**src/rtl/vc_transaction_layer.sv**
```systemverilog
// Main FIFO feeding NUM_VC virtual-channel FIFOs, drained through one registered output
// port under strict-priority or round-robin arbitration, plus the link-state controller.
module vc_transaction_layer #(
  parameter int DATA_WIDTH = 6,
  parameter int DEPTH      = 4,
  parameter int NUM_VC     = 2,
  localparam int VCW = $clog2(NUM_VC),
  localparam int CW  = $clog2(DEPTH) + 1
) (
  input  logic                  clk,
  input  logic                  reset,
  input  logic                  init,
  input  logic                  wr_enable,
  input  logic [DATA_WIDTH-1:0] data_in,
  input  logic [CW-1:0]         umbral_main,
  input  logic [CW-1:0]         umbral_vc,
  input  logic                  arb_mode,
  input  logic                  out_pop,
  output logic [DATA_WIDTH-1:0] data_out,
  output logic                  out_valid,
  output logic                  almost_full_main,
  output logic [NUM_VC-1:0]     vc_empty,
  output logic [2:0]            state_out,
  output logic                  error_out,
  output logic                  active_out,
  output logic                  idle_out
);
  localparam int AW = $clog2(DEPTH);
  localparam logic [CW-1:0] FULL = CW'(DEPTH);

  typedef enum logic [2:0] {
    S_RESET  = 3'd0,
    S_INIT   = 3'd1,
    S_IDLE   = 3'd2,
    S_ACTIVE = 3'd3,
    S_ERROR  = 3'd4
  } state_t;

  state_t state_q, state_d;

  logic [DATA_WIDTH-1:0] main_mem [DEPTH];
  logic [AW-1:0]         main_rd, main_wr;
  logic [CW-1:0]         main_cnt;
  logic [DATA_WIDTH-1:0] vc_mem [NUM_VC][DEPTH];
  logic [AW-1:0]         vc_rd  [NUM_VC];
  logic [AW-1:0]         vc_wr  [NUM_VC];
  logic [CW-1:0]         vc_cnt [NUM_VC];
  logic [CW-1:0]         umb_main_q, umb_vc_q;
  logic                  mode_q;
  logic [VCW-1:0]        last_grant;

  // Thresholds of 0 or beyond the FIFO depth mean "full depth".
  function automatic logic [CW-1:0] eff_thr(input logic [CW-1:0] v);
    return (v == '0 || v > FULL) ? FULL : v;
  endfunction

  logic                  open, flow, main_full, push, xfer, any_ne, load, drop_valid, err_ev, busy;
  logic [DATA_WIDTH-1:0] head;
  logic [VCW-1:0]        head_vc, rr_base, grant;
  logic [NUM_VC-1:0]     vc_push, vc_pop;

  always_comb begin
    // NOTE: every signal gets a default at the top so no path can infer a latch.
    grant      = '0;
    any_ne     = 1'b0;
    vc_push    = '0;
    vc_pop     = '0;
    vc_empty   = '0;
    open       = (state_q == S_IDLE) || (state_q == S_ACTIVE);
    flow       = open || (state_q == S_ERROR);
    main_full  = (main_cnt == FULL);
    push       = open && wr_enable && !main_full;
    head       = main_mem[main_rd];
    head_vc    = head[DATA_WIDTH-1 -: VCW];
    xfer       = flow && (main_cnt != '0) && (vc_cnt[head_vc] < eff_thr(umb_vc_q));
    // Strict priority scans from VC0; round-robin scans from the VC after the last grant.
    rr_base    = mode_q ? last_grant + VCW'(1) : '0;
    for (int i = 0; i < NUM_VC; i++) begin
      if (!any_ne && vc_cnt[rr_base + VCW'(i)] != '0) begin
        any_ne = 1'b1;
        grant  = rr_base + VCW'(i);
      end
    end
    load       = flow && (!out_valid || out_pop) && any_ne;
    drop_valid = flow && out_pop && !any_ne;
    err_ev     = open && ((wr_enable && main_full) || (out_pop && !out_valid));
    busy       = out_valid || (main_cnt != '0);
    for (int v = 0; v < NUM_VC; v++) begin
      vc_push[v]  = xfer && (head_vc == VCW'(v));
      vc_pop[v]   = load && (grant == VCW'(v));
      vc_empty[v] = (vc_cnt[v] == '0);
      busy        = busy || (vc_cnt[v] != '0);
    end
  end

  always_comb begin
    state_d = state_q;
    if (state_q == S_RESET || init) begin
      state_d = S_INIT;
    end else begin
      case (state_q)
        S_INIT:   state_d = S_IDLE;
        S_IDLE:   state_d = err_ev ? S_ERROR : (busy ? S_ACTIVE : S_IDLE);
        S_ACTIVE: state_d = err_ev ? S_ERROR : (busy ? S_ACTIVE : S_IDLE);
        default:  state_d = state_q;
      endcase
    end
  end

  // NOTE: sequential state uses non-blocking assignments so every register samples pre-edge values.
  always_ff @(posedge clk or negedge reset) begin
    if (!reset) begin
      state_q    <= S_RESET;
      main_rd    <= '0;
      main_wr    <= '0;
      main_cnt   <= '0;
      data_out   <= '0;
      out_valid  <= 1'b0;
      umb_main_q <= '0;
      umb_vc_q   <= '0;
      mode_q     <= 1'b0;
      last_grant <= VCW'(NUM_VC - 1);
      for (int v = 0; v < NUM_VC; v++) begin
        vc_rd[v]  <= '0;
        vc_wr[v]  <= '0;
        vc_cnt[v] <= '0;
      end
    end else begin
      state_q <= state_d;
      if (state_q == S_INIT) begin
        main_rd    <= '0;
        main_wr    <= '0;
        main_cnt   <= '0;
        data_out   <= '0;
        out_valid  <= 1'b0;
        umb_main_q <= umbral_main;
        umb_vc_q   <= umbral_vc;
        mode_q     <= arb_mode;
        for (int v = 0; v < NUM_VC; v++) begin
          vc_rd[v]  <= '0;
          vc_wr[v]  <= '0;
          vc_cnt[v] <= '0;
        end
      end else begin
        if (push) main_wr <= main_wr + AW'(1);
        if (xfer) main_rd <= main_rd + AW'(1);
        main_cnt <= main_cnt + CW'(push) - CW'(xfer);
        for (int v = 0; v < NUM_VC; v++) begin
          if (vc_push[v]) vc_wr[v] <= vc_wr[v] + AW'(1);
          if (vc_pop[v])  vc_rd[v] <= vc_rd[v] + AW'(1);
          vc_cnt[v] <= vc_cnt[v] + CW'(vc_push[v]) - CW'(vc_pop[v]);
        end
        if (load) begin
          data_out   <= vc_mem[grant][vc_rd[grant]];
          out_valid  <= 1'b1;
          last_grant <= grant;
        end else if (drop_valid) begin
          out_valid  <= 1'b0;
        end
      end
    end
  end

  // NOTE: storage arrays carry no reset; counters and pointers decide which entries are live.
  always_ff @(posedge clk) begin
    if (push) main_mem[main_wr] <= data_in;
    for (int v = 0; v < NUM_VC; v++) begin
      if (vc_push[v]) vc_mem[v][vc_wr[v]] <= head;
    end
  end

  assign almost_full_main = (main_cnt >= eff_thr(umb_main_q));
  assign state_out        = state_q;
  assign error_out        = (state_q == S_ERROR);
  assign active_out       = (state_q == S_ACTIVE);
  assign idle_out         = (state_q == S_IDLE);

endmodule

```
**config.mk**
```make
export PLATFORM = sky130hd
export DESIGN_NAME = vc_transaction_layer
export DESIGN_NICKNAME = d
export VERILOG_FILES = /design/src/rtl/vc_transaction_layer.sv
export SDC_FILE = /design/constraint.sdc
export NUM_CORES = 1
export LEC_CHECK = 0
export ABC_AREA = 1
export BUFFER_PORTS_ARGS = -buffer_cell sky130_fd_sc_hd__buf_2
export CAP_MARGIN = 20
export CORE_MARGIN = 1
export CORE_UTILIZATION = 65
export CTS_CLUSTER_SIZE = 20
export DETAILED_ROUTE_END_ITERATION = 7
export PLACE_DENSITY = 0.85
export SETUP_SLACK_MARGIN = 0.3
export SLEW_MARGIN = 0
export SYNTH_ARGS = -nofsm -noshare
export SYNTH_HDL_FRONTEND = slang
export SYNTH_SLANG_ARGS = --single-unit
export TNS_END_PERCENT = 10
```
**constraint.sdc**
```tcl
create_clock -name clk -period 7.2 [get_ports clk]
set_input_delay 0.72 -clock clk [delete_from_list [all_inputs] [get_ports clk]]
set_output_delay 0.72 -clock clk [all_outputs]
set_load 0.05 [all_outputs]
```
Word-level counts from Yosys, hierarchy flattened
Memories as Yosys holds them, arrays and structs flattened.
Cells that the tools add are included.
{"block": "totals", "mem_count": 2, "mem_bits_rw": 72, "inputBits": 18, "regBits": 39, "output_inout_bits": 16, "word_cells": 170}
{"block": "op_classes", "n_reduce_logical": 54, "mux": 56, "magnitude_cmp": 13, "n_addsub": 14, "bitwise": 10, "eq_ne": 5}
{"memory": "vc_mem", "words": 2, "word_bits": 24, "read_ports": 1, "rd_ports_with_merged_regs": 0, "write_ports": 1, "line_no": "44", "text": "logic [DATA_WIDTH-1:0] vc_mem [NUM_VC][DEPTH];"}
{"memory": "main_mem", "words": 4, "word_bits": 6, "read_ports": 1, "rd_ports_with_merged_regs": 0, "write_ports": 1, "line_no": "41", "text": "logic [DATA_WIDTH-1:0] main_mem [DEPTH];"}
{"cell": "$mux W24", "n": 4}
{"cell": "$mux W3", "n": 14}
{"cell": "$mux W6", "n": 7}
{"cell": "$demux W6 S2", "n": 2}
{"cell": "$reduce_or A24 Y1", "n": 1}
{"cell": "$mux W2", "n": 11}
{"cell": "$reduce_bool A3 Y1", "n": 7}
{"cell": "$logic_and A1 B1 Y1", "n": 18}
{"cell": "$logic_not A3 Y1", "n": 5}
{"cell": "$mux W1", "n": 14}
{"cell": "$reduce_bool A2 Y1", "n": 7}
{"cell": "$add A2 B1 Y2 const B", "n": 6}
{"cell": "$bmux W6 S2", "n": 1}
{"cell": "$logic_or A1 B1 Y1", "n": 10}
{"cell": "$add A3 B1 Y3", "n": 3}
{"cell": "$ge A3 B3 Y1 const B", "n": 3}
{"cell": "$not A2 Y3", "n": 3}
{"cell": "$sub A3 B1 Y3", "n": 3}
{"cell": "$ge A2 B2 Y1 const B", "n": 4}
{"cell": "$mux W4", "n": 2}
{"cell": "$not A1 Y2", "n": 4}
{"cell": "$eq A3 B2 Y1 const B", "n": 2}
{"cell": "$eq A3 B3 Y1 const B", "n": 2}
{"cell": "$gt A3 B3 Y1 const B", "n": 2}
{"cell": "10 further kinds", "n": 17}

Logic depth before layout (Yosys ltp)
{"block": "depth", "ltp_word": 21, "depth_mapped": 19, "depth_no_buf": 19}

Least setup slack after synthesis
OpenSTA, ideal clock, no wires.
{"block": "synth_path", "kind": "reg-to-reg", "startpoint": "register umb_vc_q[0]", "endpoint": "register vc_cnt[2] (netlist name)", "required_ns": 7.068, "path_buffers": 0, "stages_incl_launch_ff": 15, "synth_period_minus_slack_ns": 2.992, "setup_time_ns": 0.132, "arrival_ns": 2.860, "slack_ns": 4.208, "path_cell_list": "dfrtp_1 or2_2 ha_1 inv_1 nand2_1 ha_1 a21oi_1 nand4_4 ha_1 inv_1 ha_1 inv_1 fa_1 xor2_1 nor2_1"}
{"block": "synth_between", "elab_chain_cells": 9, "elab_cells_between_ends": 10, "classes_between": "add/sub: 2; order compare: 2; mux: 2; reduce/logical: 4"}
{"element": "start: declaration", "line_no": "48", "text": "logic [CW-1:0] umb_main_q, umb_vc_q;"}
{"element": "start signal: assignment", "line_no": "137", "text": "umb_vc_q <= umbral_vc;"}
{"element": "$gt A3 B3 Y1 / $logic_not A3 Y1 (equally long branches)", "line_no": "54", "text": "return (v == '0 || v > FULL) ? FULL : v;"}
{"element": "$logic_or A1 B1 Y1", "line_no": "54"}
{"element": "$mux W3 *", "line_no": "54"}
{"element": "$lt A3 B3 Y1 *", "line_no": "75", "text": "xfer = flow && (main_cnt != '0) && (vc_cnt[head_vc] < eff_thr(umb_vc_q));"}
{"element": "$logic_and A1 B1 Y1 *", "line_no": "75"}
{"element": "$logic_and A1 B1 Y1 *", "line_no": "89", "text": "vc_push[v] = xfer && (head_vc == VCW'(v));"}
{"element": "$add A3 B1 Y3 *", "line_no": "151", "text": "vc_cnt[v] <= vc_cnt[v] + CW'(vc_push[v]) - CW'(vc_pop[v]);"}
{"element": "$sub A3 B1 Y3 *", "line_no": "151"}
{"element": "$mux W6 *", "line_no": "130", "text": "if (state_q == S_INIT) begin"}
{"element": "end signal: indexed assignment", "line_no": "151"}
{"element": "end: declaration", "line_no": "47", "text": "logic [CW-1:0] vc_cnt [NUM_VC];"}
Every way passes the cells marked *; elsewhere a longest branch is shown, timed or not.
A chain may end at the register's enable or synchronous reset.

Worst setup path in the final report
{"block": "layout_path", "startpoint": "register main_rd[0]", "endpoint": "register vc_cnt[2] (netlist name)"}
{"block": "layout_between", "elab_chain_cells": 11}
{"element": "start: declaration", "line_no": "42", "text": "logic [AW-1:0] main_rd, main_wr;"}
{"element": "start signal: assignment", "line_no": "146", "text": "if (xfer) main_rd <= main_rd + AW'(1);"}
{"element": "$mem_v2 Z4 W6 *"}
{"element": "$not A1 Y2 (implied by the code)", "line_no": "75"}
{"element": "$mux W3 (implied by the code) (3 in a row)", "line_no": "75"}
{"element": "$lt A3 B3 Y1", "line_no": "75"}
{"element": "$logic_and A1 B1 Y1", "line_no": "75"}
{"element": "$logic_and A1 B1 Y1 *", "line_no": "89"}
{"element": "$add A3 B1 Y3 *", "line_no": "151"}
{"element": "$sub A3 B1 Y3 *", "line_no": "151"}
{"element": "$mux W6 *", "line_no": "130"}
Every way passes the cells marked *; elsewhere a longest branch is shown, timed or not. The select of a mux whose other input is x is not followed.

==> summary.md <==
| Metric | Value |
|---|---|
| H-tree depth | `3` |
| Routability cong. | `between 0.8 and 0.9` |
| RSZ-0062 raised after global routing | `false` |
| Initial antenna violation count | `0` |
| XOR/XNOR Fraction of Synth Area | `less than 1%` |
| Headroom to the max-slew limit | `29.3%` |
| Worst min path class | `input port to async pin` |
| Top-area cell type share of the netlist area | `between 40 and 50%` |
| Port bufs | `33` |
| Row cnt | `32` |
| CTS tree | `built` |
| Critical path's largest stage delay | `between 0.6 and 0.7 ns` |
| TritonRoute pass-1 iters | `5` |
| Post-placement cell count | `651` |
| Req. time, crit path | `between 7 and 8 ns` |
| Register area | `~3100 um^2` |
| Synth unique cells | `34` |
| Post_cts resized | `0` |
| First-pass GRT wire length | `16,200 um` |
| Clock transition at the registers of the reported paths | `around 0.1 ns` |
| Mapped Cells | `approximately 530` |
| Overflow after GRT | `0` |
| DRC violations left | `0` |
| CP endpoint kind | `register` |
| Multi-input gate area | `1850 um^2` |
| Post-Syn Nets | `roughly 580` |
| Vias in the first global route | `3,453` |
| Die Y | `approximately 93 um` |
| P_leak | `approximately 0.0026 uW` |
| Most area-consuming cells after synthesis | `edfxtp_1 (40%), dfrtp_1 (18%), nand2_1 (7.9%), ha_1 (5.9%), nor2_1 (5.1%)` |
| Hold Vio Cnt, Final | `0` |
| Detailed Place HPWL | `7020 um` |
| # diodes | `0` |
| Worst Setup Start Kind | `register` |
| Cell Int Power | `approximately 1300 uW` |
| Largest family of logic cells by synthesized area | `simple AND/OR/NAND/NOR gates` |
| Final Setup Violations | `0` |
| Worst path most repeated cell | `ha_1` |
| Place WS | `3.67 ns` |
| Initial DRC count | `~200` |
| Non-Filler Instances | `about 670` |
| Die area | `8580 um^2` |
| Worst hold slack | `about 0.47 ns` |
| Sw Ratio | `around 46%` |
| Num ports | `34` |
| Overall Global Routing Usage | `24.9%` |
| Yosys warning total | `0` |
| CTS Sinks | `about 110` |
| Worst-margin pin slew | `between 1 and 1.5 ns` |
| Synth cell count leaders | `nand2_1 (113), nor2_1 (73), edfxtp_1 (72)` |
| Seq/Total Area, Yosys | `roughly 59%` |
| Post-route worst setup slack | `around 3.6 ns` |
| CP max-delay cell | `dfrtp_1` |
| Share of post-route cells with drive strength above 1 | `approximately 15%` |
| Total of max-cap violations | `0` |
| Crit path kind | `register to register` |
| Floorplan core area | `7850 um^2` |
| Adder-Cell Fraction of Synth Area | `under 10%` |
| Clk Latency, worst-skew pair | `around 0.36 ns` |
| Clk buf depth | `2` |
| Mapped Area | `5340 um^2` |
| Post-synth top area cell | `edfxtp_1` |
| Synthesized-area fraction occupied by and/or/nand/nor cells | `between 20% and 30%` |
| DR vias | `about 3,600` |
| Most frequent cell after synthesis | `nand2_1` |
| Post-layout min period | `between 3 and 4 ns` |
| Die width | `92.6 um` |
| CTS Hold Bufs | `0` |
| Synthesized area per cell | `10.1 um^2` |
| NetSw | `about 1100 uW` |
| EDFF count, synth | `72` |
| Setup TNS | `0 ns` |
| # fillers | `545` |
| Clock Power Share | `14.2%` |
| Sequential power share | `37.7%` |
| Ys async rst share | `a little over a third` |
| Clk_skew | `0.0121 ns` |
| Vias per cell | `~5.4` |
| Utilization after layout | `between 70% and 80%` |
| Status | `completed` |
| Crit share post-route | `between 40% and 50%` |
| Top FF cell, synth | `edfxtp_1` |
| Synth Register Bits | `111` |
| Root Driver | `clkbuf_8` |
| Max Fanout on Critical Path | `15` |
| Drt total wl | `9750 um` |
| Fmax | `about 280 MHz` |
| Largest net degree at the start of global routing | `45` |
| Multiplexer share of the synthesized area | `0%` |
| Num CTS Buffers | `9` |
| Worst IR Drop VDD | `about 190 uV` |
| Worst-path cell chain | `inv_2 -> nand2_1 -> nand3_2 -> nand2_4 -> nand2_1 -> o21ai_0 -> ha_1 -> a21oi_1 -> nand4_4 -> ha_1 -> inv_1 -> ha_1 -> inv_1 -> fa_1 -> xor2_1 -> nor2_1` |
| Compound-Gate Fraction of Synth Area | `under 10%` |
| Slew Limit Fails | `0` |
| Drt wl/cell | `~15 um` |
| Nets@finish | `a little over 600` |
| CP arrival | `3.78 ns` |
| Setup Buffers After CTS | `0` |
| Combinational share of power | `between 40% and 50%` |
| PwrDens | `413 nW/um^2` |
| Initial Util | `roughly two thirds` |
| Area Overhead vs Synth | `7.26%` |
| Final ANT Viol Nets | `0` |
flip-flops by register name, summed over array words and instances, names as in the netlist:
signal      count
main_mem       24
vc_cnt          6
out_valid       1
umb_vc_q        3
data_out        6
main_wr         2
main_rd         2
state_out       3
last_grant      1
main_cnt        3
mode_q          1
umb_main_q      3
vc_mem         48
vc_rd           4
vc_wr           4
per-stage QoR:
stage               instance area (um^2)  total power (uW)
floorplan                           5340              1800
global placement                    5560              1990
detailed placement                  5560              2040
CTS                                 5730              2370
global route                        5730              2550
finish                              5730              2370
worst max-delay path: cells and delay by family, from the launching register on:
family	cells	cell delay [ns]
XOR/XNOR	1	0.17
buffers and inverters	3	0.30
AO/OA/AOI/OAI	2	0.54
AND/OR/NAND/NOR	6	0.69
adder cells (fa/ha/maj)	4	1.10
flip-flops	1	0.61
kinds of logic (layout without fill, tap and decap cells):
kind of cell | after synthesis | after routing
buffers and inverters | 86 | 122
flip-flops | 111 | 111
AO/OA/AOI/OAI | 64 | 64
adder cells (fa/ha/maj) | 28 | 28
AND/OR/NAND/NOR | 234 | 234
XOR/XNOR | 6 | 6
placed cells by master, fill, tap and decap left out, drive strengths merged:
master	Yosys	routed
nor2	81	81
xor2	5	5
o21ai	49	49
o211ai	1	1
a31oi	1	1
a211oi	1	1
inv	73	76
a21oi	6	6
edfxtp	72	72
dfstp	1	1
clkbuf	5	10
ha	25	25
clkinv	0	3
o31ai	1	1
or2	4	4
buf	8	33
nand2	119	119
o22ai	5	5
nand4	2	2
xnor2	1	1
nor3	2	2
fa	3	3
nand3	26	26
dfrtp	38	38
final cells by class:
cell class                 count  share of cell area (%)
sequential                   111                    54.8
multi-input combinational    332                    32.3
inverter                      73                    4.78
timing repair buffer          33                    2.88
clock buffer                  10                    2.23
tap                          102                    2.23
clock inverter                 6                   0.786
metal layers:
| layer | GRT usage, % | vias up | part of all wire [%] |
|---|---|---|---|
| li1 | - | 1774 | - |
| met1 | 31.6 | 1670 | 42 |
| met2 | 41.7 | 114 | 51 |
| met3 | 6.16 | 12 | 4.9 |
| met4 | 8.85 | 0 | 1.7 |
| met5 | 0 | - | 0 |
path summary, 6_finish.rpt:
kind | slack [ns] | depth (start not counted) | start | endpoint
hold reg to reg | 0.48 | 2 | mode_q$_DFFE_PN0P_ | mode_q$_DFFE_PN0P_
setup reg to reg | 3.63 | 16 | main_rd[0]$_DFFE_PN0P_ | vc_cnt[2]$_DFF_PN0_
max in group asynchronous | 6.19 | 1 | reset | vc_wr[2]$_DFFE_PN0P_
setup / recovery | 3.63 | 16 | main_rd[0]$_DFFE_PN0P_ | vc_cnt[2]$_DFF_PN0_
hold / removal | 0.47 | 1 | reset | data_out[1]$_DFFE_PN0P_
min in group clk | 0.48 | 2 | mode_q$_DFFE_PN0P_ | mode_q$_DFFE_PN0P_
power groups by stage:
stage / Clock [uW] / Combinational [uW] / Sequential, uW
6_report: 336 / 1140 / 894
5_1_grt: 365 / 1280 / 907
4_1_cts: 341 / 1140 / 893
3_5_place_dp: 0 / 1130 / 907
3_3_place_gp: 0 / 1090 / 900
2_1_floorplan: 0 / 856 / 949
No activity file was read; power rests on OpenSTA's default activity.
